--- src/rtl/dma_periph_req_gen.sv ---
// Peripheral-side DMA req/clr model: TX FIFO drains, RX FIFO fills, each requests bursts.
// req registered one cycle after the entry condition; req holds until clr, then 2 low cycles min.
module dma_periph_req_gen #(
    parameter int DEPTH           = 64,
    parameter int BURST           = 8,
    parameter int TX_DRAIN_PERIOD = 4,
    parameter int RX_FILL_PERIOD  = 4,
    parameter int LW              = $clog2(DEPTH + 1)
) (
    input  logic          clk,
    input  logic          rstn,
    input  logic          tx_en,
    input  logic          rx_en,
    output logic          periph_tx_req,
    input  logic          periph_tx_clr,
    output logic          periph_rx_req,
    input  logic          periph_rx_clr,
    output logic [LW-1:0] tx_level,
    output logic [LW-1:0] rx_level,
    output logic [15:0]   tx_req_cnt,
    output logic [15:0]   rx_req_cnt,
    output logic          tx_spurious_clr,
    output logic          rx_spurious_clr,
    output logic          rx_overflow
);

    localparam int TPW = (TX_DRAIN_PERIOD > 1) ? $clog2(TX_DRAIN_PERIOD) : 1;
    localparam int RPW = (RX_FILL_PERIOD > 1) ? $clog2(RX_FILL_PERIOD) : 1;
    localparam logic [LW-1:0] BURST_L = LW'(BURST);
    localparam logic [LW-1:0] DEPTH_L = LW'(DEPTH);
    localparam logic [LW-1:0] ONE_L   = LW'(1);

    typedef enum logic [1:0] {IDLE = 2'd0, REQ = 2'd1, HOLD = 2'd2} state_t;

    state_t         tx_state, tx_state_nxt;
    state_t         rx_state, rx_state_nxt;
    logic [TPW-1:0] tx_pcnt;
    logic [RPW-1:0] rx_pcnt;
    logic           tx_tick, rx_tick;
    logic           tx_accept, rx_accept;
    logic           tx_drain, rx_fill;
    logic [LW-1:0]  tx_level_nxt, rx_level_nxt;

    assign tx_tick = tx_en && (tx_pcnt == TPW'(TX_DRAIN_PERIOD - 1));
    assign rx_tick = rx_en && (rx_pcnt == RPW'(RX_FILL_PERIOD - 1));

    // State register
    always_ff @(posedge clk) begin
        if (!rstn) begin
            tx_state <= IDLE;
            rx_state <= IDLE;
        end else begin
            tx_state <= tx_state_nxt;
            rx_state <= rx_state_nxt;
        end
    end

    // Next-state logic
    always_comb begin
        tx_state_nxt = tx_state;
        rx_state_nxt = rx_state;
        case (tx_state)
            IDLE:    if (tx_en && ((DEPTH_L - tx_level) >= BURST_L)) tx_state_nxt = REQ;
            REQ:     if (periph_tx_clr) tx_state_nxt = HOLD;
            default: tx_state_nxt = IDLE;
        endcase
        case (rx_state)
            IDLE:    if (rx_en && (rx_level >= BURST_L)) rx_state_nxt = REQ;
            REQ:     if (periph_rx_clr) rx_state_nxt = HOLD;
            default: rx_state_nxt = IDLE;
        endcase
    end

    // Outputs decoded from the registered state, so req is glitch-free
    always_comb begin
        periph_tx_req = (tx_state == REQ);
        periph_rx_req = (rx_state == REQ);
        tx_accept     = (tx_state == REQ) && periph_tx_clr;
        rx_accept     = (rx_state == REQ) && periph_rx_clr;
        tx_drain      = tx_tick && (tx_level != '0);
        rx_fill       = rx_tick && (rx_level != DEPTH_L);
        tx_level_nxt  = tx_level + (tx_accept ? BURST_L : '0) - (tx_drain ? ONE_L : '0);
        rx_level_nxt  = rx_level - (rx_accept ? BURST_L : '0) + (rx_fill ? ONE_L : '0);
    end

    always_ff @(posedge clk) begin
        if (!rstn) begin
            tx_pcnt         <= '0;
            rx_pcnt         <= '0;
            tx_level        <= '0;
            rx_level        <= '0;
            tx_req_cnt      <= '0;
            rx_req_cnt      <= '0;
            tx_spurious_clr <= 1'b0;
            rx_spurious_clr <= 1'b0;
            rx_overflow     <= 1'b0;
        end else begin
            if (tx_en) tx_pcnt <= tx_tick ? '0 : tx_pcnt + TPW'(1);
            if (rx_en) rx_pcnt <= rx_tick ? '0 : rx_pcnt + RPW'(1);
            tx_level <= tx_level_nxt;
            rx_level <= rx_level_nxt;
            if (tx_accept) tx_req_cnt <= tx_req_cnt + 16'd1;
            if (rx_accept) rx_req_cnt <= rx_req_cnt + 16'd1;
            if (periph_tx_clr && (tx_state != REQ)) tx_spurious_clr <= 1'b1;
            if (periph_rx_clr && (rx_state != REQ)) rx_spurious_clr <= 1'b1;
            if (rx_tick && (rx_level == DEPTH_L)) rx_overflow <= 1'b1;
        end
    end

endmodule

--- config.mk ---
export PLATFORM = sky130hd
export DESIGN_NAME = dma_periph_req_gen
export DESIGN_NICKNAME = d
export VERILOG_FILES = /design/src/rtl/dma_periph_req_gen.sv
export SDC_FILE = /design/constraint.sdc
export NUM_CORES = 1
export LEC_CHECK = 0
export ABC_AREA = 1
export BUFFER_PORTS_ARGS = -buffer_cell sky130_fd_sc_hd__buf_2
export CAP_MARGIN = 20
export CORE_MARGIN = 2
export CORE_UTILIZATION = 50
export DETAILED_ROUTE_END_ITERATION = 10
export GPL_ROUTABILITY_DRIVEN = 0
export PLACE_DENSITY = 0.78
export SLEW_MARGIN = 15
export SYNTH_ARGS = -nofsm -noshare
export SYNTH_HDL_FRONTEND = slang
export SYNTH_SLANG_ARGS = --single-unit
--- constraint.sdc ---
create_clock -name clk -period 2.08 [get_ports clk]
set_clock_uncertainty 0.05 [all_clocks]
set_input_delay 0.416 -clock clk [delete_from_list [all_inputs] [get_ports clk]]
set_output_delay 0.416 -clock clk [all_outputs]
set_load 0.03 [all_outputs]
Word level (Yosys, flattened, before mapping)
Cells that the tools add are included.

storage, ports and cells
  bits in registers = 57
  bits of input ports = 6
  output and inout port bits = 51
  word-level logic and storage cells = 62

cells by class
  add/sub/neg operators = 9
  order comparisons = 2
  eq/ne operators = 12
  multiplexer cells = 12
  reduce and logical (&&, ||, !) cells = 16

operators with widths
  kind                   count
  $add 16x1->16 const B  2
  $ge 7x4->1 const B     2
  $mux 2                 6
  $logic_and 1x1->1      11
  $mux 4                 2
  $ne 2x1->1 const B     4
  $pmux 2 s2             2
  $add 7x1->7            1
  $add 7x4->7            1
  $eq 7x7->1 const B     1
  $ne 7x7->1 const B     1
  $reduce_bool 7->1      1
  $sub 7x1->7            1
  $sub 7x4->7            1
  $sub 7x7->7 const A    1
  $add 2x1->2 const B    2
  $eq 2x1->1 const B     2
  $eq 2x2->1 const B     2
  $logic_not 2->1        2
  $ne 2x2->1 const B     2
  $reduce_and 2->1       2
  $mux 1                 2

Depth between registers and ports, before layout
Gate-level depths: netlist (run 1).

  depth in word-level cells = 5
  gate-level depth with buffers = 15
  gate-level depth less buffers = 15

Worst setup path before layout (run 1)
No wires, ideal clock.

  path kind = flip-flop to flip-flop
  from = register tx_level[4]
  to = register tx_level[5]
  setup time = 70 ps
  arrival time = 2331 ps
  required time = 1960 ps
  path slack = -371 ps
  stages on the path, launching flop included = 15
  path buffers = 0
  period minus slack after synthesis = 2451 ps
  cells stage by stage = dfxtp_1 inv_1 ha_1 inv_1 nor2_1 nand3_1 and3_1 ha_1 inv_1 ha_1 inv_1 fa_1 o31ai_1 o21ai_0 a21oi_1

on the way
  cells in the longest elaborated chain, start to end = 4
  elaborated cells on any way between the ends = 5
  those cells by class = add/sub: 2; mux: 1; reduce/logical: 2

ends and longest elaborated chain
  what                                                 RTL line  source
  start: declaration                                   18        output logic [LW-1:0] tx_level,
  start signal: assignment                             100       tx_level <= tx_level_nxt;
  branches (longest 3 deep; another with $add 7x4->7)  -
  $sub 7x1->7 *                                        82        tx_level_nxt = tx_level + (tx_accept ? BURST_L : '0) - (tx_drain ? ONE_L : '0);

Mark *: on every way between the ends.
A chain may end at the register's enable or synchronous reset.

Final worst setup path (run 1)
Same ends and word-level chain as after synthesis.

==> metrics.txt, run 1 <==
DIE WIDTH 83.0 um; Max Slew Vio Count 0; htree depth 3; share of layout cells above drive strength 1 0.275; DP Area 0.00361 mm^2; DRC viols 0; failing checks setup timing; clock buffer depth 2; total congestion overflow 0; placed instance count 580; worst path required time 2300 ps; Final WS setup -141 ps; Storage cell area 0.00115 mm^2; num rows 28; Worst VDD drop 0.000831 V; Distinct cells, synth 36; clock period minus worst slack 2220 ps; HP Class input port to flip-flop; Vias/cell 5.12; via count 3099; most common cell after layout, fill and taps aside nand2_1; core area 0.00599 mm^2; CTS tree done; fillers 506; Synth area leaders dfxtp_1 37%, nand2_1 11%, ha_1 10%; Synth Area per Inst 7.13 um^2; crit path kind flip-flop to flip-flop; CTS root buf clkbuf_8; DRT antenna net count 0; global-route wire length before repair 12700 um; Initial Util 0.521; largest net degree at the start of global routing 39; total wire length 7590 um; synthesized net count 470; Top Ports 57; flops & latches, synth 57; fmax 450 MHz; Ys Warns 0; CTS Hold Bufs 0; Post-Route Setup TNS -240 ps; Max-slew headroom 0.659; Final Hold Fails 0; Syn Inst Count 438; Final period util 1.07; Detail Placement HPWL 5220 um; PD cells 1030 mW/mm^2; critical path launch point type flip-flop; Diodes inserted 0; post-DR wirelength/cell 12.5 um; top cell type's share of synthesized area 0.365; Seq/Total Area, Yosys 0.365; die area 0.00689 mm^2; Final Cell Area 0.00398 mm^2; die height 83.0 um; final net count 557; number of global-route vias before repair 2870; commonest cells after routing, fill and taps aside 90 x nand2_1, 56 x nor2_1, 56 x buf_2, 55 x inv_1, 52 x dfxtp_1; Critical Path Fanout Max 2; port bufs 56; Tightest Pin Transition 509 ps; final cell count without fillers 605; Synth area leader dfxtp_1; crit path capture type flip-flop; clock-pin slew on the worst setup and hold paths 70 ps; Post-synth EDFFs 0; number of clock sinks 57; fraction of registers with async set/reset 0; critical path data arrival time 2440 ps; drt initial violations 219; Leakage 1.93 nW; max cap viols 0; RSZ-0062 raised after global routing yes; post-synthesis cell area 0.00312 mm^2; initial antenna violation count 0; area of the multi-input gates 0.00179 mm^2; CTS Buf Count 9; worst skew pair latency 340 ps; GRT Total Usage 0.222; Pre-antenna DRT Iters 5; Layout area overhead 27.6%; status finished, violations left; count of final setup violators 2; top_reg_cell synth dfxtp_1
state kept, by name (all words and copies together), names as in the netlist:
register and count:
rx_req_cnt 16, tx_req_cnt 16, rx_level 7, tx_level 7, rx_pcnt 2, rx_state 2, tx_pcnt 2, tx_state 2
rx_overflow 1, rx_spurious_clr 1, tx_spurious_clr 1
synth_stat cells, types with 3 or more instances:
cell type,count
o21ai_0,21
inv_1,64
nand2_2,3
nor3_1,8
nand3_1,18
nor2_1,59
a211oi_1,3
buf_2,3
nand2_1,91
nor2_4,5
ha_1,25
nand4_1,11
a21oi_1,40
dfxtp_1,57
layout make-up:
cell class                      count  area share
Tap cell                           75      0.0236
Clock inverter                      2     0.00879
Multi-Input combinational cell    308       0.450
Timing Repair Buffer               83       0.121
Sequential cell                    57       0.289
Inverter                           66      0.0634
Clock buffer                       14      0.0433
metal layers:
layer | wire (um) | up-vias | track usage
met4 | 167 | 0 | 0.103
met2 | 3750 | 83 | 0.380
met3 | 387 | 19 | 0.0557
met1 | 3280 | 1404 | 0.260
li1 | - | 1593 | -
met5 | 0 | - | 0
worst max-delay path, stage by stage, from the launching register on:
cell     delay [ps]
dfxtp_4         350
inv_4            60
ha_4            130
inv_2            40
nor2_2           80
nand3_1          90
and3_1          160
ha_2            170
inv_2            60
ha_4            130
inv_2            40
fa_2            360
o31ai_4         200
o21ai_1          80
a21oi_1         130
path summary, 6_finish.rpt:
kind	from	endpoint	slack (ps)	depth (start not counted)
worst min register to register	rx_spurious_clr$_SDFFE_PN0P_	rx_spurious_clr$_SDFFE_PN0P_	410	2
worst max-delay path	tx_level[4]$_SDFF_PN0_	tx_level[5]$_SDFF_PN0_	-140	14
worst min-delay path	tx_en	tx_pcnt[0]$_SDFFE_PN0P_	250	2
worst max register to register	tx_level[4]$_SDFF_PN0_	tx_level[5]$_SDFF_PN0_	-140	14
metrics by stage:
stage / util / power (mW) / hold slack, ps / setup slack (ps)
final: 0.665 / 4.09 / 247 / -141
after global routing: 0.665 / 4.35 / 263 / -235
after CTS: 0.652 / 3.95 / 240 / -233
after detailed placement: 0.603 / 2.72 / 407 / -228
after global placement: 0.603 / 2.67 / 397 / -94.7
after floorplan: - / 2.31 / 395 / -117
power by group:
group / switching [mW] / leakage [nW] / internal [mW] / total, mW
clock network: 0.440 / 0.107 / 0.651 / 1.09
logic: 1.00 / 1.35 / 0.698 / 1.70
registers: 0.0875 / 0.466 / 1.21 / 1.30
total: 1.53 / 1.93 / 2.56 / 4.09
repair_timing:
action,4_1_cts,5_1_grt
setup endpoints to repair,6,7
setup buffers,5,4
pin swaps,7,13
gates resized for setup,14,16
cells by family after synthesis:
family	synth area share
AND/OR/NAND/NOR	0.311
buffers and inverters	0.0913
AO/OA/AOI/OAI	0.117
flip-flops	0.365
adder cells (fa/ha/maj)	0.107
XOR/XNOR	0.00841
(Power assumes the default switching activity.)
==> run 2: changes to the inputs <==
--- a/config.mk
+++ b/config.mk
@@ -12,7 +12,7 @@
 export CORE_UTILIZATION = 50
 export DETAILED_ROUTE_END_ITERATION = 10
 export GPL_ROUTABILITY_DRIVEN = 0
-export PLACE_DENSITY = 0.78
+export PLACE_DENSITY = 0.75
 export SLEW_MARGIN = 15
 export SYNTH_ARGS = -nofsm -noshare
 export SYNTH_HDL_FRONTEND = slang
==> constraint.sdc (replaced) <==
create_clock -name clk -period 2.1 [get_ports clk]
set_clock_uncertainty 0.05 [all_clocks]
set_input_delay 0.42 -clock clk [delete_from_list [all_inputs] [get_ports clk]]
set_output_delay 0.42 -clock clk [all_outputs]
set_load 0.03 [all_outputs]
==> run 2 against run 1 <==
The flow still finishes with violations (setup timing); clock power grew 11%; sequential share of layout area shrank 0.35 points; non-clock buffer count is the same; wire length shrank 2.3%; setup slack gained 24 ps; combinational power is essentially flat; cell area grew 1.1%; global-route usage shrank 0.59 points; count of clock-buffer cells in the layout shrank 3; maximum frequency grew 0.18%; register-to-register slack gained 20 ps; die area is the same; highest routed layer unchanged.
==> metrics.txt, run 2 (synthesis results as in run 1) <==
CTS tree done; count of final setup violators 2 (unchanged); R2R cell count 14 (unchanged); PD cells 1040 mW/mm^2 (+1.2%); CTS Hold Bufs 0 (unchanged); Diodes inserted 0 (unchanged); WP buf/inv 4 (unchanged); initial antenna violation count 0 (unchanged); commonest cells after routing, fill and taps aside 91 x nand2_1, 57 x inv_1, 57 x nor2_1, 56 x buf_2, 53 x dfxtp_1; total congestion overflow 0 (unchanged); clock period minus worst slack 2220 ps (-3.92 ps); dpl ws -150 ps (+77.5 ps); port bufs 56 (unchanged); Leakage 1.94 nW (+0.88%); share of layout cells above drive strength 1 0.272 (-0.00377); max cap viols 0 (unchanged); critical path cell sequence inv_4 -> ha_4 -> inv_2 -> nor2_4 -> nand3_2 -> and3_4 -> ha_4 -> inv_2 -> ha_4 -> inv_2 -> fa_2 -> o31ai_4 -> o21ai_1 -> a21oi_1; R2R setup slack -120 ps (+20 ps); clock buffer depth 2 (unchanged); critical path data arrival time 2430 ps (about the same); Top Ports 57 (unchanged); CP max stage delay 370 ps (about the same); Layout area overhead 29.0%; DIE WIDTH 83.0 um (unchanged); fillers 489 (-3.4%); WHS Path Cells 2 (unchanged); Tightest Pin Transition 615 ps (+106 ps); Post-Route Setup TNS -193 ps (+46.7 ps); worst path required time 2310 ps (about the same); die area 0.00689 mm^2 (unchanged); Top Registers rx_req_cnt x16, tx_req_cnt x16; total wire length 7420 um (-2.3%); core area 0.00599 mm^2 (unchanged); post-layout util 0.673 (+0.00752); num rows 28 (unchanged); global-route wire length before repair 12400 um (-1.9%); slowest CP cell fa_2; drt initial violations 92 (-58%); critical path launch point type flip-flop; final net count 557 (unchanged); r2r startpoint tx_level[4]$_SDFF_PN0_; Final Hold Fails 0 (unchanged); fmax 451 MHz (+0.18%); DRC viols 0 (unchanged); Worst VDD drop 0.000749 V (-9.9%); via count 3105 (+0.19%); Detail Placement HPWL 5090 um (-2.3%); CP delay by family, top adder cells; HP Start tx_en; Initial Util 0.521 (unchanged); Vias/cell 5.13 (+0.19%); number of clock sinks 57 (unchanged); worst skew pair latency 330 ps (about the same); number of global-route vias before repair 2856 (-0.49%); Worst Setup SP tx_level[4]$_SDFF_PN0_; DRT antenna net count 0 (unchanged); Fin Hold WS 275 ps (+27.9 ps); Final WS setup -117 ps (+23.9 ps); Max-slew headroom 0.587 (-0.0714); FF-to-FF End tx_level[5]$_SDFF_PN0_; Pre-antenna DRT Iters 4 (-1); HP Class input port to flip-flop; GRT Total Usage 0.216 (-0.00595); RSZ-0062 raised after global routing yes; post-DR wirelength/cell 12.3 um (-2.3%); Critical Path Fanout Max 2 (unchanged); clock-pin slew on the worst setup and hold paths 70 ps (about the same); crit path kind flip-flop to flip-flop; status finished, violations left; CTS Buf Count 9 (unchanged); Max Slew Vio Count 0 (unchanged); largest net degree at the start of global routing 23 (-41%); crit path capture type flip-flop; Final period util 1.06 (-0.0120); CTS root buf clkbuf_8; failing checks setup timing; htree depth 3 (unchanged); most common cell after layout, fill and taps aside nand2_1; die height 83.0 um (unchanged); Hold EP tx_pcnt[0]$_SDFFE_PN0P_
run 2: changes by cell type in the layout (fill, tap and decap cells not counted), moves of 2 or more:
cell      delta
clkbuf_1     -2
clkbuf_8     -2
clkinv_2     +2
ha_2         -2
inv_1        +2
inv_2        -2
nor2_2       -2
run 2: power breakdown:
group          total [mW]  internal (mW)  switching [mW]
logic                1.68          0.694           0.988
registers            1.29           1.20          0.0901
clock network        1.21          0.766           0.447
run 2: cell type report:
| type | count | area (um^2) | share of cell area |
|---|---|---|---|
| Clock buffer | 11 | 163 | 0.0404 |
| Clock inverter | 5 | 75.1 | 0.0186 |
| Inverter | 66 | 253 | 0.0627 |
| Multi-Input combinational cell | 308 | 1810 | 0.449 |
| Sequential cell | 57 | 1150 | 0.286 |
| Tap cell | 75 | 93.8 | 0.0233 |
| Timing Repair Buffer | 83 | 483 | 0.120 |
run 2: worst register-to-register path, stage by stage, from the launching register on:
cell and delay (ps):
dfxtp_4 350, inv_4 60, ha_4 130, inv_2 40, nor2_4 90, nand3_2 90, and3_4 170, ha_4 160
inv_2 60, ha_4 130, inv_2 40, fa_2 370, o31ai_4 200, o21ai_1 90, a21oi_1 110
run 2: routing by layer:
layer,GRT usage,vias up,wire (um)
li1,-,1593,-
met1,0.269,1419,3280
met2,0.359,76,3630
met3,0.0388,17,356
met4,0.106,0,146
met5,0,-,0
run 2: worst max path at each step:
stage | slack [ps] | depth (start not counted) | to
after floorplan | -100 | 14 | tx_level[5]$_SDFF_PN0_
after global placement | -70 | 14 | tx_level[5]$_SDFF_PN0_
after detailed placement | -150 | 14 | tx_level[5]$_SDFF_PN0_
after CTS | -200 | 14 | tx_level[5]$_SDFF_PN0_
after global routing | -160 | 14 | tx_level[5]$_SDFF_PN0_
final | -120 | 14 | tx_level[5]$_SDFF_PN0_
run 2: metrics by stage:
stage | instance area [um^2] | power (mW) | instances
global placement | 3600 | 2.65 | 579
CTS | 3920 | 4.01 | 601
floorplan | 3140 | 2.28 | 438
detailed placement | 3600 | 2.69 | 579
finish | 4030 | 4.19 | 605
global route | 4030 | 4.44 | 605
run 2: what timing repair did:
action,4_1_cts,5_1_grt
endpoints found under the setup margin,3,8
gates resized for setup,11,17
setup buffers,6,4
pin swaps,6,10
hold endpoints to repair,0,0
==> run 3: changes to the inputs <==
==> constraint.sdc (replaced) <==
create_clock -name clk -period 2.7 [get_ports clk]
set_clock_uncertainty 0.05 [all_clocks]
set_input_delay 0.54 -clock clk [delete_from_list [all_inputs] [get_ports clk]]
set_output_delay 0.54 -clock clk [all_outputs]
set_load 0.03 [all_outputs]
==> run 3 against run 2 <==
Combinational power is 43% lower; worst hold slack better by 110 ps; largest cell class unchanged; global-route usage is 1.7 points lower; cell area is 9.5% lower; flip-flop and latch count stayed put; wire length is 11% lower; clock power is 42% lower; critical path depth stayed put; total power is 36% lower; count of clock-buffer cells in the layout is 2 higher; non-clock buffer count is 26 lower; the flow now finishes without violations; final cell count is 4.3% lower.
==> metrics.txt, run 3 (synthesis results as in run 1) <==
CTS tree done; CTS Buf Count 9 (unchanged); CTS Hold Bufs 0 (unchanged); number of clock sinks 57 (unchanged); fmax 391 MHz (-13%); Worst VDD drop 0.000609 V (-19%); Resized cells post-CTS 0 (-11); slowest CP cell fa_1; number of global-route vias before repair 2627 (-8.0%); Pre-antenna DRT Iters 4 (unchanged); critical path data arrival time 2770 ps (+340 ps); Max Slew Vio Count 0 (unchanged); Final WS setup 145 ps (+262 ps); post-layout util 0.609 (-0.0639); Max-slew headroom 0.598 (+0.0111); Critical Path Fanout Max 5 (+3); DP Area 0.00347 mm^2 (-3.8%); Initial Util 0.521 (unchanged); DIE WIDTH 83.0 um (unchanged); port bufs 56 (unchanged); Tightest Pin Transition 599 ps (-16.5 ps); HP Class input port to flip-flop; die height 83.0 um (unchanged); die area 0.00689 mm^2 (unchanged); critical path launch point type flip-flop; Post-Route Setup TNS 0 ps (+193 ps); largest net degree at the start of global routing 39 (+70%); Diodes inserted 0 (unchanged); status finished, final reports clean; max cap viols 0 (unchanged); Top Ports 57 (unchanged); clock buffer depth 2 (unchanged); clock period minus worst slack 2550 ps (+338 ps); DRC viols 0 (unchanged); worst path required time 2920 ps (+610 ps); Detail Placement HPWL 4870 um (-4.4%); core area 0.00599 mm^2 (unchanged); DRT antenna net count 0 (unchanged); crit path kind flip-flop to flip-flop; share of layout cells above drive strength 1 0.183 (-0.0892); total congestion overflow 0 (unchanged); global-route wire length before repair 11400 um (-8.2%); Leakage 1.78 nW (-8.2%); Layout area overhead 16.7%; most common cell after layout, fill and taps aside nand2_1; crit path capture type flip-flop; GRT Total Usage 0.199 (-0.0169); PD cells 733 mW/mm^2 (-29%); CP max stage delay 420 ps (+50 ps); final net count 531 (-4.7%); Crit path top cell by count inv_1; count of final setup violators 0 (-2); dpl ws 155 ps (+305 ps); Final Cell Area 0.00365 mm^2 (-9.5%); post-DR wirelength/cell 11.4 um (-7.2%); worst skew pair latency 330 ps (about the same); clock-pin slew on the worst setup and hold paths 60 ps (about the same); total wire length 6580 um (-11%); num rows 28 (unchanged); drt initial violations 126 (+37%); CP delay by family, top adder cells; CTS root buf clkbuf_8; WP buf/inv 4 (unchanged); initial antenna violation count 0 (unchanged); Setup Buffers After CTS 0 (-6); via count 2867 (-7.7%); Final period util 0.946 (-0.110); Total Power 2.67 mW (-36%); Vias/cell 4.95 (-3.5%); htree depth 3 (unchanged); Final Hold Fails 0 (unchanged); critical path cell sequence inv_1 -> ha_1 -> inv_1 -> nor2_1 -> nand3_1 -> and3_1 -> ha_1 -> inv_1 -> ha_1 -> inv_1 -> fa_1 -> o31ai_2 -> o21ai_0 -> a21oi_1; Top Registers rx_req_cnt x16, tx_req_cnt x16; commonest cells after routing, fill and taps aside 91 x nand2_1, 64 x inv_1, 59 x nor2_1, 57 x dfxtp_1, 56 x buf_2
## run 3: changes by cell type in the layout (fill, tap and decap cells not counted), sizes merged
cell,before,now
buf,83,57
bufinv,2,0
clkbuf,11,13
## run 3: where the power goes
group / internal [mW] / leakage [nW] / total [mW] / switching [mW]
clock network: 0.379 / 0.0932 / 0.707 / 0.328
logic: 0.331 / 1.23 / 0.959 / 0.629
registers: 0.925 / 0.464 / 1.00 / 0.0799
## run 3: area by class of cell
type / count / area (um^2)
sequential: 57 / 1140
multi-input combinational: 308 / 1700
tap: 75 / 93.8
timing repair buffer: 57 / 288
clock buffer: 13 / 159
fill: 542 / 2340
inverter: 66 / 248
clock inverter: 3 / 15.0
## run 3: worst register-to-register path: stages (launching register included)
cell and delay (ps):
dfxtp_1 350, inv_1 110, ha_1 170, inv_1 40, nor2_1 70, nand3_1 80, and3_1 160, ha_1 170
inv_1 70, ha_1 190, inv_1 60, fa_1 420, o31ai_2 300, o21ai_0 110, a21oi_1 130
## run 3: final timing paths
kind,slack [ps],to,from,cells past startpoint
worst max-delay path,150,tx_level[5]$_SDFF_PN0_,tx_level[4]$_SDFF_PN0_,14
worst min-delay path,380,tx_pcnt[0]$_SDFFE_PN0P_,tx_en,2
worst max register to register,150,tx_level[5]$_SDFF_PN0_,tx_level[4]$_SDFF_PN0_,14
worst min register to register,420,rx_overflow$_SDFFE_PN0P_,rx_overflow$_SDFFE_PN0P_,2
## run 3: routing by layer
layer	track usage	vias up	share of wire
met5	0	-	0
met4	0.0760	0	0.018
met3	0.0537	12	0.045
met2	0.324	57	0.45
met1	0.252	1261	0.49
li1	-	1537	-
## run 3: stage by stage
stage / hold slack [ps] / std cells
6_report: 382 / 579
5_1_grt: 387 / 579
4_1_cts: 367 / 579
3_5_place_dp: 407 / 563
3_3_place_gp: 397 / 563
2_1_floorplan: 395 / 438
